## config.mk

```make
export PLATFORM = sky130hd
export DESIGN_NAME = cla_adder
export DESIGN_NICKNAME = d
export VERILOG_FILES = /design/src/rtl/cla_pkg.sv /design/src/rtl/cla_block4.sv /design/src/rtl/cla_adder.sv
export SDC_FILE = /design/constraint.sdc
export NUM_CORES = 1
export LEC_CHECK = 0
export CAP_MARGIN = 40
export CORE_MARGIN = 10
export CORE_UTILIZATION = 46
export CTS_BUF_LIST = sky130_fd_sc_hd__clkbuf_16
export DETAILED_ROUTE_END_ITERATION = 6
export GPL_TIMING_DRIVEN = 0
export PLACE_DENSITY_LB_ADDON = 0.12
export SLEW_MARGIN = 30
export SYNTH_ARGS = -nofsm -noshare
export SYNTH_HDL_FRONTEND = slang
export SYNTH_SLANG_ARGS = --single-unit
```

## constraint.sdc

```tcl
create_clock -name clk -period 2.3 [get_ports clk]
set_clock_uncertainty 0.05 [all_clocks]
set_input_delay 0.23 -clock clk [delete_from_list [all_inputs] [get_ports clk]]
set_output_delay 0.23 -clock clk [all_outputs]
set_load 0.1 [all_outputs]
```

## src/rtl/cla_pkg.sv

```systemverilog
// Shared constants and types for the Kyber-domain carry-lookahead adder.
`default_nettype none

// +------------------------------------------------------------------+
// | Module      : cla_pkg                                            |
// | Description : Widths, Kyber modulus and coefficient type used by |
// |               cla_adder and its lookahead block.                 |
// | Revision    : 1.0 - initial release                              |
// +------------------------------------------------------------------+
package cla_pkg;

  localparam int DATA_WID_DEFAULT = 12;
  localparam int BLOCK_WID        = 4;
  localparam int KYBER_Q          = 3329;

  typedef logic [DATA_WID_DEFAULT-1:0] coeff_t;

endpackage

`default_nettype wire

```

## src/rtl/cla_block4.sv

```systemverilog
// 4-bit carry-lookahead block: sum bits from a block carry-in, plus group
// generate/propagate terms that do not depend on that carry-in.
`default_nettype none

// +------------------------------------------------------------------+
// | Module      : cla_block4                                         |
// | Description : First-level 4-bit lookahead block.                 |
// | Revision    : 1.0 - initial release                              |
// +------------------------------------------------------------------+
module cla_block4
  import cla_pkg::*;
(
  input  logic [BLOCK_WID-1:0] a,
  input  logic [BLOCK_WID-1:0] b,
  input  logic                 cin,
  output logic [BLOCK_WID-1:0] s,
  output logic                 gg,
  output logic                 gp
);

  logic [BLOCK_WID-1:0] g_w;
  logic [BLOCK_WID-1:0] p_w;
  logic [BLOCK_WID-1:0] c_w;

  assign g_w = a & b;
  assign p_w = a ^ b;

  // Internal carries in flattened sum-of-products form.
  assign c_w[0] = cin;
  assign c_w[1] = g_w[0] | (p_w[0] & cin);
  assign c_w[2] = g_w[1] | (p_w[1] & g_w[0]) | (p_w[1] & p_w[0] & cin);
  assign c_w[3] = g_w[2] | (p_w[2] & g_w[1]) | (p_w[2] & p_w[1] & g_w[0])
                | (p_w[2] & p_w[1] & p_w[0] & cin);

  assign s  = p_w ^ c_w;
  assign gg = g_w[3] | (p_w[3] & g_w[2]) | (p_w[3] & p_w[2] & g_w[1])
            | (p_w[3] & p_w[2] & p_w[1] & g_w[0]);
  assign gp = &p_w;

endmodule

`default_nettype wire

```

## src/rtl/cla_adder.sv

```systemverilog
// Registered two-level carry-lookahead adder, sum = in1 + in2 + carry_in.
// Optional input register stage via CLA_ADDER_IN_REG_EN (latency 1 -> 2).
`default_nettype none

// +------------------------------------------------------------------+
// | Module      : cla_adder                                          |
// | Description : Registered CLA adder built from 4-bit lookahead    |
// |               blocks and a group lookahead unit.                 |
// |               Macro CLA_ADDER_IN_REG_EN adds an input stage.     |
// | Revision    : 1.0 - initial release                              |
// +------------------------------------------------------------------+
module cla_adder
  import cla_pkg::*;
#(
  parameter int DATA_WID  = DATA_WID_DEFAULT,
  parameter int BLOCK_WID = cla_pkg::BLOCK_WID
) (
  input  logic                clk,
  input  logic                rst_n,
  input  logic                in_valid,
  input  logic [DATA_WID-1:0] in1,
  input  logic [DATA_WID-1:0] in2,
  input  logic                carry_in,
  output logic                out_valid,
  output logic [DATA_WID:0]   sum
);

  localparam int NBLK = (DATA_WID / BLOCK_WID > 0) ? DATA_WID / BLOCK_WID : 1;

  if ((DATA_WID <= 0) || (DATA_WID % BLOCK_WID != 0)) begin : g_bad_wid
    $error("cla_adder: DATA_WID (%0d) must be a positive multiple of BLOCK_WID (%0d)",
           DATA_WID, BLOCK_WID);
  end

  if (BLOCK_WID != cla_pkg::BLOCK_WID) begin : g_bad_blk
    $error("cla_adder: BLOCK_WID (%0d) must match the lookahead block width (%0d)",
           BLOCK_WID, cla_pkg::BLOCK_WID);
  end

  logic [DATA_WID-1:0] op_a_w;
  logic [DATA_WID-1:0] op_b_w;
  logic                op_ci_w;
  logic                op_valid_w;

`ifdef CLA_ADDER_IN_REG_EN
  logic [DATA_WID-1:0] in1_q;
  logic [DATA_WID-1:0] in2_q;
  logic                carry_in_q;
  logic                in_valid_q;

  always_ff @(posedge clk or negedge rst_n) begin
    if (!rst_n) begin
      in1_q      <= '0;
      in2_q      <= '0;
      carry_in_q <= 1'b0;
      in_valid_q <= 1'b0;
    end else begin
      in1_q      <= in1;
      in2_q      <= in2;
      carry_in_q <= carry_in;
      in_valid_q <= in_valid;
    end
  end

  assign op_a_w     = in1_q;
  assign op_b_w     = in2_q;
  assign op_ci_w    = carry_in_q;
  assign op_valid_w = in_valid_q;
`else
  assign op_a_w     = in1;
  assign op_b_w     = in2;
  assign op_ci_w    = carry_in;
  assign op_valid_w = in_valid;
`endif

  logic [NBLK-1:0]     gg_w;
  logic [NBLK-1:0]     gp_w;
  logic [NBLK:0]       bc_w;
  logic [DATA_WID-1:0] s_w;

  // Carry into block k, expanded as OR of (GG[j] & GP[j+1..k-1]) plus the
  // carry_in term, so no block waits on its neighbour's carry.
  function automatic logic block_carry(input int k,
                                       input logic [NBLK-1:0] g,
                                       input logic [NBLK-1:0] p,
                                       input logic ci);
    logic acc;
    logic prod;
    acc = 1'b0;
    for (int j = 0; j < NBLK; j++) begin
      if (j < k) begin
        prod = g[j];
        for (int m = j + 1; m < NBLK; m++) begin
          if (m < k) prod = prod & p[m];
        end
        acc = acc | prod;
      end
    end
    prod = ci;
    for (int m = 0; m < NBLK; m++) begin
      if (m < k) prod = prod & p[m];
    end
    return acc | prod;
  endfunction

  for (genvar k = 0; k <= NBLK; k++) begin : g_carry
    assign bc_w[k] = block_carry(k, gg_w, gp_w, op_ci_w);
  end

  for (genvar k = 0; k < NBLK; k++) begin : g_blk
    cla_block4 u_blk (
      .a   (op_a_w[k*BLOCK_WID +: BLOCK_WID]),
      .b   (op_b_w[k*BLOCK_WID +: BLOCK_WID]),
      .cin (bc_w[k]),
      .s   (s_w[k*BLOCK_WID +: BLOCK_WID]),
      .gg  (gg_w[k]),
      .gp  (gp_w[k])
    );
  end

  logic [DATA_WID:0] sum_d;
  logic [DATA_WID:0] sum_q;
  logic              out_valid_q;

  assign sum_d = op_valid_w ? {bc_w[NBLK], s_w} : sum_q;

  always_ff @(posedge clk or negedge rst_n) begin
    if (!rst_n) begin
      sum_q       <= '0;
      out_valid_q <= 1'b0;
    end else begin
      sum_q       <= sum_d;
      out_valid_q <= op_valid_w;
    end
  end

  assign sum       = sum_q;
  assign out_valid = out_valid_q;

endmodule

`default_nettype wire

```

==> key figures <==
Critical path
  – Crit path top cell by count: a21oi_1
  – Worst Setup SP: in1[7]
  – Kind of critical path: primary input to flip-flop
  – Cell Chain, Critical Path: clkdlybuf4s50_1, ha_1, a21oi_1, o21ai_1, a21oi_2, inv_1, fa_1, xnor2_2, a21oi_1
  – Startpoint type of the worst setup path: primary input
  – Worst r2r src: sum[11]
  – CP bufs+invs: 2
  – Max incr delay on CP: 420 ps
  – WP data required: 2350 ps
  – Delay-heaviest family, CP: adder cells
  – Crit-path slowest cell: clkdlybuf4s50_1
  – Crit. End Element: flip-flop
  – Max FO, Critical Path: 6
  – CP arrival: 2450 ps

Pwr
  – P_int: 0.914 mW
  – Comb pwr share: 0.594
  – Psw: 0.705 mW
  – Pleak: ~0.84 nW
  – Switching Fraction: 0.435
  – Sequential share of power: 0.201
  – Clock group share of total power: 0.205
  – Peak supply drop: 0.797 mV
  – Pwr dens: 843 nW/um^2

Route
  – WL/cell: 19.4 um
  – Routed WL: 3.78 mm
  – Drt pass-1 iters: 4
  – DR vias/cell: between 5 and 6
  – DRC viols: 0
  – Final ANT Viol Nets: 0
  – DR vias: between 1k and 1.5k
  – 1st-iter DRT viols: 77

Die
  – Starting Density: 0.481
  – Cell Rows: 17
  – Placeable Area: 2210 um^2
  – # IOs: 42
  – Die width: 68.1 um
  – Die Area: 4640 um^2
  – Die H: roughly 68 um

Layout
  – # diodes: 0
  – Final Cell Area: 1920 um^2
  – Fraction of layout instances using a drive strength above 1: 0.246
  – Leading cell type in the layout, fill and taps excluded: clkdlybuf4s50_1
  – Area added between synthesis and finish: 80.5%
  – Nets: 211
  – Most frequent cells in the layout: 39 x clkdlybuf4s50_1, 14 x dfrtp_1, 13 x buf_8
  – Final std cells w/o fill: 195

Synthesis
  – Post-synth cell types: 38
  – Post-Syn Area per Cell: about 10 um^2
  – Yosys reg bits: 14
  – Synth Instances: 103
  – Syn Nets: 146
  – YS warnings: 0
  – Post-synthesis cell area: 1060 um^2
  – Post-synthesis sequential area ratio: 0.329

Place
  – Routability Congestion: 0.798
  – Placed Instance Area: 1730 um^2
  – IO Port Bufs: 41
  – Hpwl dp: 2.52 mm
  – Placed cells: ~190

STA
  – Final worst slack: -94.5 ps
  – Slew HR: 0.548
  – Slew Viols, Final: 0
  – Final hold viol count: 0
  – Least-Margin Pin Slew: about 680 ps
  – Fin crit share: 1.04
  – Minimum clock period: 2390 ps
  – Hold Worst Slack: ~350 ps
  – RSZ-0062 raised after global routing: yes
  – Setup violators final: 2
  – Fmax: 418 MHz

Run
  – Max Cap Viol: 0

Clock tree
  – Clock Tree Root: clkbuf_16
  – H-Tree Depth: 1
  – Worst skew pair latency: 240 ps
  – Maximum clock path buffer count: 2
  – CTS clk-pin slew, worst paths: 50 ps
  – Total CTS buffers: 3
  – Post-CTS Hold Buffers: 0
  – Clock sinks: 14
  – TritonCTS clock tree: built

Outcome
  – Outcome: finished, violations left
  – Failing checks: setup timing

Global routing
  – Largest net degree at the start of global routing: 15
  – Vias in the first global route: 1156
  – All-Layer GR Usage: 0.148
  – Total gr overflow: 0
  – Initial antenna violation count: 0
  – Global-route wire length before repair: 5.34 mm

Worst hold path
  – Hold/Removal Path Class: primary input to async pin
==> power by group through the flow <==
stage	clock [mW]	sequential, mW	combinational [mW]
after floorplan	0	0.688	0.168
after global placement	0	0.324	0.727
after detailed placement	0	0.327	0.909
after CTS	0.332	0.325	0.922
after global routing	0.343	0.331	0.999
final	0.332	0.326	0.961
==> cell type report <==
| class | instances | area (um^2) |
|---|---|---|
| buffer | 2 | 15.0 |
| clock buffer | 3 | 75.1 |
| clock inverter | 1 | 3.75 |
| fill | 114 | 290 |
| inverter | 10 | 37.5 |
| multi-input combinational | 77 | 729 |
| sequential | 14 | 350 |
| tap | 28 | 35.0 |
| timing repair buffer | 60 | 676 |
==> sequential cells by signal (all words and copies together), names as in the netlist <==
name       count
sum           13
out_valid      1
==> worst paths after layout <==
path | to | slack [ps] | depth (start not counted)
max | sum[9] | -90 | 9
min | sum[6] | 350 | 1
max reg2reg | sum[11] | 1470 | 2
min reg2reg | sum[3] | 450 | 1
max in group asynchronous | sum[0] | 1420 | 1
min in group clk | sum[3] | 450 | 1
==> metrics by stage <==
step	setup TNS, ps	setup WS (ps)	power, mW	util
floorplan	0	320	0.856	-
global route	-287	-151	1.67	0.869
finish	-172	-94.5	1.62	0.869
global placement	-1110	-325	1.05	0.683
CTS	0	6.07	1.58	0.826
detailed placement	-1080	-309	1.24	0.783
==> cells by family (layout without fill, tap and decap cells) <==
kind of cell / count (synthesis) / count (layout) / share of synthesized area
AO/OA/AOI/OAI: 30 / 30 / 0.206
XOR/XNOR: 5 / 5 / 0.0411
adder cells (fa/ha/maj): 15 / 15 / 0.197
buffers and inverters: 12 / 76 / 0.0494
flip-flops: 14 / 14 / 0.329
multiplexers: 6 / 6 / 0.0658
AND/OR/NAND/NOR: 21 / 21 / 0.112
==> layer usage <==
layer,vias to the layer above,global-route usage,routed length (um)
met5,-,0,0
met4,0,0.0402,111
met3,10,0.0555,277
met2,55,0.260,1960
met1,529,0.164,1430
li1,513,-,-
==> synthesized netlist by cell type, drive strengths merged <==
library cell | n | share of area
dfrtp | 14 | 0.33
ha | 12 | 0.14
inv | 10 | 0.035
a21oi | 9 | 0.046
nor2 | 7 | 0.025
mux2 | 5 | 0.056
xnor2 | 4 | 0.033
fa | 3 | 0.056
o211ai | 3 | 0.021
o21ai | 3 | 0.014
a211oi | 2 | 0.014
a21o | 2 | 0.014
nand3 | 2 | 0.0094
nand3b | 2 | 0.014
nand4 | 2 | 0.012
o2111ai | 2 | 0.016
o22ai | 2 | 0.023
o311ai | 2 | 0.016
a41oi | 1 | 0.0082
and4 | 1 | 0.0082
buf | 1 | 0.011
clkbuf | 1 | 0.0035
mux2i | 1 | 0.0094
nand2 | 1 | 0.0035
nand2b | 1 | 0.0059
nor3 | 1 | 0.0047
nor3b | 1 | 0.0071
nor4 | 1 | 0.0059
o211a | 1 | 0.0094
o21a | 1 | 0.0071
o21bai | 1 | 0.0071
o31a | 1 | 0.0082
or2 | 1 | 0.0059
or3 | 1 | 0.011
xor2 | 1 | 0.0082
==> worst register-to-register path, stage by stage, from the launching register on <==
cell and delay [ps]:
dfrtp_1 380, a21oi_1 140, o311ai_0 130
==> what timing repair did <==
action	in CTS	in global routing
pin swaps	1	5
setup buffers	0	5
gates resized for setup	3	9
endpoints found under the setup margin	3	4
Power figures use the tool's default switching activity.
